<file path="src/rtl/song_timer_if.sv">
// song_timer control/status bundle.
// master drives commands, slave is the timer.
interface song_timer_if #(
  parameter int CNT_W = 29
);
  logic             start;
  logic             pause;
  logic             clear;
  logic             load;
  logic [CNT_W-1:0] load_value;
  logic             wrap_mode;
  logic [CNT_W-1:0] cmp_value;
  logic [CNT_W-1:0] count;
  logic             tick;
  logic             running;
  logic             done;
  logic             wrapped;
  logic             cmp_hit;

  modport master (
    output start, pause, clear, load,
    output load_value, wrap_mode, cmp_value,
    input  count, tick, running, done,
    input  wrapped, cmp_hit
  );

  modport slave (
    input  start, pause, clear, load,
    input  load_value, wrap_mode, cmp_value,
    output count, tick, running, done,
    output wrapped, cmp_hit
  );
endinterface

</file>
<file path="src/rtl/song_timer.sv">
// Song-position timer: prescaled tick, run/pause/seek/wrap.
// Optional compare-match pulse with SONG_TIMER_CMP_EN.
module song_timer #(
  parameter int TICK_DIV  = 50,
  parameter int CNT_W     = 29,
  parameter int MAX_COUNT = 300000000
) (
  input  logic         clk,
  input  logic         reset,
  song_timer_if.slave  bus
);

  localparam int PRE_W =
    (TICK_DIV > 1) ? $clog2(TICK_DIV) : 1;
  localparam logic [PRE_W-1:0] PRE_LAST =
    PRE_W'(TICK_DIV - 1);
  localparam logic [CNT_W-1:0] MAX_C =
    CNT_W'(MAX_COUNT);

  localparam logic [1:0] IDLE   = 2'd0;
  localparam logic [1:0] RUN    = 2'd1;
  localparam logic [1:0] PAUSED = 2'd2;
  localparam logic [1:0] DONE   = 2'd3;

  logic [1:0]       state_q, state_d;
  logic [CNT_W-1:0] cnt_q, cnt_d;
  logic [PRE_W-1:0] pre_q, pre_d;
  logic             tick_q, tick_d;
  logic             wrapped_q, wrapped_d;

  // Next state: clear > load > pause > start,
  // prescaler advances only while running.
  always_comb begin
    state_d   = state_q;
    cnt_d     = cnt_q;
    pre_d     = pre_q;
    tick_d    = 1'b0;
    wrapped_d = 1'b0;
    if (bus.clear) begin
      state_d = IDLE;
      cnt_d   = '0;
      pre_d   = '0;
    end else if (bus.load) begin
      cnt_d = (bus.load_value > MAX_C) ?
              MAX_C : bus.load_value;
      pre_d = '0;
      if (state_q == DONE)
        state_d = PAUSED;
    end else if (bus.pause) begin
      if (state_q == RUN)
        state_d = PAUSED;
    end else begin
      if (bus.start && state_q == IDLE) begin
        state_d = RUN;
        pre_d   = '0;
      end else if (bus.start &&
                   state_q == PAUSED) begin
        state_d = RUN;
      end
      if (state_q == RUN) begin
        if (pre_q == PRE_LAST) begin
          pre_d = '0;
          if (cnt_q != MAX_C) begin
            cnt_d  = cnt_q + CNT_W'(1);
            tick_d = 1'b1;
          end else if (bus.wrap_mode) begin
            cnt_d     = '0;
            tick_d    = 1'b1;
            wrapped_d = 1'b1;
          end else begin
            state_d = DONE;
          end
        end else begin
          pre_d = pre_q + PRE_W'(1);
        end
      end
    end
  end

  // Core state registers.
  always_ff @(posedge clk or posedge reset) begin
    if (reset) begin
      state_q   <= IDLE;
      cnt_q     <= '0;
      pre_q     <= '0;
      tick_q    <= 1'b0;
      wrapped_q <= 1'b0;
    end else begin
      state_q   <= state_d;
      cnt_q     <= cnt_d;
      pre_q     <= pre_d;
      tick_q    <= tick_d;
      wrapped_q <= wrapped_d;
    end
  end

`ifdef SONG_TIMER_CMP_EN
  logic cmp_q, cmp_d;

  // Match only on a freshly advanced count.
  always_comb begin
    cmp_d = tick_d && (cnt_d == bus.cmp_value);
  end

  // Compare pulse register.
  always_ff @(posedge clk or posedge reset) begin
    if (reset) cmp_q <= 1'b0;
    else       cmp_q <= cmp_d;
  end

  assign bus.cmp_hit = cmp_q;
`else
  logic unused_cmp;
  assign unused_cmp  = ^bus.cmp_value;
  assign bus.cmp_hit = 1'b0;
`endif

  assign bus.count   = cnt_q;
  assign bus.tick    = tick_q;
  assign bus.wrapped = wrapped_q;
  assign bus.running = (state_q == RUN);
  assign bus.done    = (state_q == DONE);

endmodule

</file>
<file path="src/flat_wrapper.sv">
// flat-port wrapper written by rule: the top's interface ports become plain ports
module song_timer_flat 
#(
  parameter int TICK_DIV  = 50,
  parameter int CNT_W     = 29,
  parameter int MAX_COUNT = 300000000
)
  (clk, reset, bus_start, bus_pause, bus_clear, bus_load, bus_load_value, bus_wrap_mode, bus_cmp_value, bus_count, bus_tick, bus_running, bus_done, bus_wrapped, bus_cmp_hit);
  song_timer_if #(.CNT_W(CNT_W)) bus_i ();
  input  logic clk;
  input  logic reset;
  input wire logic [$bits(bus_i.start)-1:0] bus_start;
  input wire logic [$bits(bus_i.pause)-1:0] bus_pause;
  input wire logic [$bits(bus_i.clear)-1:0] bus_clear;
  input wire logic [$bits(bus_i.load)-1:0] bus_load;
  input wire logic [$bits(bus_i.load_value)-1:0] bus_load_value;
  input wire logic [$bits(bus_i.wrap_mode)-1:0] bus_wrap_mode;
  input wire logic [$bits(bus_i.cmp_value)-1:0] bus_cmp_value;
  output wire logic [$bits(bus_i.count)-1:0] bus_count;
  output wire logic [$bits(bus_i.tick)-1:0] bus_tick;
  output wire logic [$bits(bus_i.running)-1:0] bus_running;
  output wire logic [$bits(bus_i.done)-1:0] bus_done;
  output wire logic [$bits(bus_i.wrapped)-1:0] bus_wrapped;
  output wire logic [$bits(bus_i.cmp_hit)-1:0] bus_cmp_hit;
  assign bus_i.start = bus_start;
  assign bus_i.pause = bus_pause;
  assign bus_i.clear = bus_clear;
  assign bus_i.load = bus_load;
  assign bus_i.load_value = bus_load_value;
  assign bus_i.wrap_mode = bus_wrap_mode;
  assign bus_i.cmp_value = bus_cmp_value;
  assign bus_count = bus_i.count;
  assign bus_tick = bus_i.tick;
  assign bus_running = bus_i.running;
  assign bus_done = bus_i.done;
  assign bus_wrapped = bus_i.wrapped;
  assign bus_cmp_hit = bus_i.cmp_hit;
  song_timer #(.TICK_DIV(TICK_DIV), .CNT_W(CNT_W), .MAX_COUNT(MAX_COUNT)) u_core (.clk(clk), .reset(reset), .bus(bus_i));
endmodule
</file>
<file path="config.mk">
export PLATFORM = sky130hd
export DESIGN_NAME = song_timer_flat
export DESIGN_NICKNAME = d
export VERILOG_FILES = /design/src/rtl/song_timer_if.sv /design/src/rtl/song_timer.sv /design/src/flat_wrapper.sv
export SDC_FILE = /design/constraint.sdc
export NUM_CORES = 1
export LEC_CHECK = 0
export CORE_MARGIN = 2
export CORE_UTILIZATION = 46
export CTS_BUF_LIST = sky130_fd_sc_hd__clkbuf_2
export DETAILED_ROUTE_END_ITERATION = 10
export PLACE_DENSITY = 0.86
export SLEW_MARGIN = 40
export SYNTH_ARGS = -nofsm -noshare
export SYNTH_HDL_FRONTEND = slang
export SYNTH_SLANG_ARGS = --single-unit
</file>
<file path="constraint.sdc">
create_clock -name clk -period 2.75 [get_ports clk]
set_input_delay 0.4125 -clock clk [delete_from_list [all_inputs] [get_ports clk]]
set_output_delay 0.4125 -clock clk [all_outputs]
set_load 0.02 [all_outputs]
</file>
==> results.json <==
{
  "portBuffers": 68,
  "synth_ff_type": "dfrtp_1",
  "ys_seq_area_share_pct": 36.0,
  "final_common_cell": "clkdlybuf4s50_1",
  "ys_types": 56,
  "wl_met2_um": 4240,
  "cts_setup_buffers": 0,
  "cp_max_fo": 9,
  "start_kind": "flip-flop",
  "r2r_cells": 7,
  "vias_per_cell": 6.19,
  "cpPeakStageDelay_ns": 0.63,
  "drt_iter0_drc": 341,
  "clkTransAtPathRegs_ns": 0.22,
  "worst-setup-path-type": "flip-flop to flip-flop",
  "ctsRootBufferMaster": "clkbuf_2",
  "syn-num-nets": 405,
  "grt_overflow": 0,
  "synth_top_family_by_area": "simple AND/OR/NAND/NOR gates",
  "synthMuxAreaShare_pct": 0,
  "synthXorXnorAreaFrac_pct": 3.88,
  "cp-end-kind": "flip-flop",
  "netlist_area_um2": 2710,
  "routed.top_layer": "met4",
  "cp.required_ns": 3.08,
  "peakVddDrop_mv": 0.186,
  "grt_pass1_vias": 2936,
  "clkLatencyLatePin_ns": 0.42,
  "route.detailed.drc": 0,
  "powerDensity_nw_per_um2": 354,
  "placed_cells": 487,
  "wl_met1_um": 3640,
  "hold_class": "primary input to async pin",
  "max_freq_ghz": 0.386,
  "worst_r2r_startpoint": "u_core.bus.count[5]",
  "synth-compound-area-share_pct": 21.3,
  "grt_first_pass_wirelength_um": 14200,
  "worstReg2RegEnd": "u_core.bus.count[18]",
  "finalNetCount": 491,
  "pin_count": 99,
  "antenna_found_initial": 0,
  "cts.sinks": 39,
  "vias": 3064,
  "post_drt_wl_per_cell_um": 17.9,
  "dieArea_um2": 6520,
  "reg2reg_setup_slack_ns": 0.16,
  "fin_crit_ns": 2.59,
  "yosys_warnings": 0,
  "die_w_um": 80.8,
  "synth_edf_count": 0,
  "p_leak_nw": 1.45,
  "worst_slew_pin_slew_ns": 0.619,
  "finalClockSkew_ns": 0.0115,
  "cp_top_family": "simple AND/OR/NAND/NOR gates",
  "cts_tree": "done",
  "design.core.area_um2": 5610,
  "numCtsBuffers": 5,
  "syn_inst": 336,
  "drive_gt1_share_pct": 10.6,
  "relSlewSlack_pct": 58.6,
  "cp_num_buf_inv": 1,
  "rows": 27,
  "layout_common_cells": "clkdlybuf4s50_1 (68), nand2_1 (42), dfrtp_1 (39)",
  "hold_viol": 0,
  "fin_setup_tns_ns": 0,
  "antenna_cells": 0,
  "initial_core_util_pct": 48.3,
  "crit_top_cell": "or4_1",
  "path_cells": "or4_1, or4_1, o211ai_4, buf_4, nor3_1, a21oi_1, nand2_1",
  "slew_viol_final": 0,
  "instances_no_fill": 495,
  "rsz0062_at_grt": "false",
  "status": "complete, no violations",
  "gp_congestion": 0.908,
  "drtPass1Iterations": 8,
  "maxCapViolations": 0,
  "wl_met3_um": 793,
  "synth.avg_cell_area_um2": 8.07,
  "synthSimpleGateAreaFrac_pct": 32.9,
  "place.detailed.hpwl_um": 6710,
  "synth-seq-cells": 39,
  "cp_slowest_cell": "or4_1",
  "ys_async_sr_fraction_pct": 100,
  "clk_path_buf_depth": 2,
  "die_y_um": 80.8,
  "grt_usage_pct": 28.2,
  "finalSetupViolCount": 0,
  "area_delta_synth_final_pct": 35.3,
  "grt_start_max_net_pins": 40,
  "antenna_left": 0,
  "fin_crit_sh_pct": 94.3,
  "arrival_ns": 2.92,
  "htree_levels": 2,
  "synth_adder_area_share_pct": 1.85,
  "wl_um": 8870
}
-- worst min-delay path, stage by stage --
cell and delay [ns]:
clkdlybuf4s50_1 0.39, inv_1 0.05, buf_4 0.43
-- sequential cells by signal (all words and copies together), names as in the netlist --
register and count:
u_core.state_q 2, u_core.bus.count 29, u_core.pre_q 6, u_core.bus.tick 1, u_core.bus.wrapped 1
-- report_power, final --
part           total, mW  internal, mW  switching [mW]
clock              0.355         0.149           0.206
combinational      0.301         0.149           0.152
sequential         0.642         0.599          0.0433
-- Yosys cell counts (all sizes together), types with 3 or more instances --
master | number | area [um2]
o21ai | 26 | 130
a31oi | 3 | 18.8
a22oi | 3 | 22.5
nand3 | 19 | 95.1
ha | 4 | 50.1
nand2 | 42 | 158
o31ai | 6 | 45.0
nor4bb | 3 | 30.0
nor2b | 3 | 18.8
xor2 | 7 | 61.3
a22o | 4 | 35.0
clkbuf | 9 | 33.8
nor2 | 34 | 128
nand4 | 11 | 68.8
inv | 8 | 30.0
dfrtp | 39 | 976
buf | 5 | 42.5
nor3 | 12 | 71.3
or4 | 5 | 41.3
or2 | 5 | 31.3
and2 | 3 | 18.8
nand2b | 6 | 37.5
nor4 | 9 | 56.3
a21oi | 19 | 95.1
o211ai | 4 | 35.0
a211oi | 4 | 30.0
or3 | 4 | 25.0
nand4b | 3 | 26.3
and3 | 4 | 25.0
xnor2 | 5 | 43.8
-- timing repair --
item | 4_1_cts | 5_1_grt
setup endpoints to repair | 0 | 2
hold buffers | 0 | 0
resized for setup | 0 | 2
-- area by class of cell --
type,instances,area [um2]
Timing Repair Buffer,93,868
Tap cell,72,90.1
Clock buffer,5,25.0
Multi-Input combinational cell,275,1640
Inverter,8,30.0
Fill cell,509,1940
Clock inverter,3,38.8
Sequential cell,39,976
-- logic make-up after synthesis --
kind of cell / Yosys count
adder cells (fa/ha/maj): 4
AO/OA/AOI/OAI: 88
XOR/XNOR: 12
AND/OR/NAND/NOR: 170
flip-flops: 39
other: 1
buffers and inverters: 22
-- how the worst max path moves through the flow --
| stage | from | to | slack, ns | depth (start not counted) |
|---|---|---|---|---|
| 2_1_floorplan | u_core.bus.count[2] | u_core.bus.count[9] | 0.20 | 7 |
| 3_3_place_gp | bus_load_value[16] | u_core.bus.count[10] | 0.13 | 8 |
| 3_5_place_dp | bus_load_value[16] | u_core.bus.count[10] | 0.13 | 8 |
| 4_1_cts | u_core.bus.count[5] | u_core.bus.count[18] | 0.13 | 7 |
| 5_1_grt | u_core.bus.count[5] | u_core.bus.count[18] | 0.03 | 7 |
| 6_report | u_core.bus.count[5] | u_core.bus.count[18] | 0.16 | 7 |
-- per-layer routing --
layer / up-vias / global-route usage [%]
li1: 1417 / -
met3: 22 / 4.11
met1: 1444 / 37.8
met4: 0 / 10.8
met2: 181 / 46.3
met5: - / 0
-- per-stage QoR --
stage	power, mW	util [%]	worst slack (ns)	hold WS, ns	cell area [um2]
detailed placement	0.949	64.1	0.129	0.521	3590
global route	1.35	65.4	0.0294	0.446	3670
global placement	0.943	64.1	0.133	0.506	3590
finish	1.30	65.4	0.157	0.377	3670
CTS	1.30	65.2	0.131	0.391	3660
floorplan	0.780	-	0.201	0.472	2710
(Power assumes the default switching activity.)
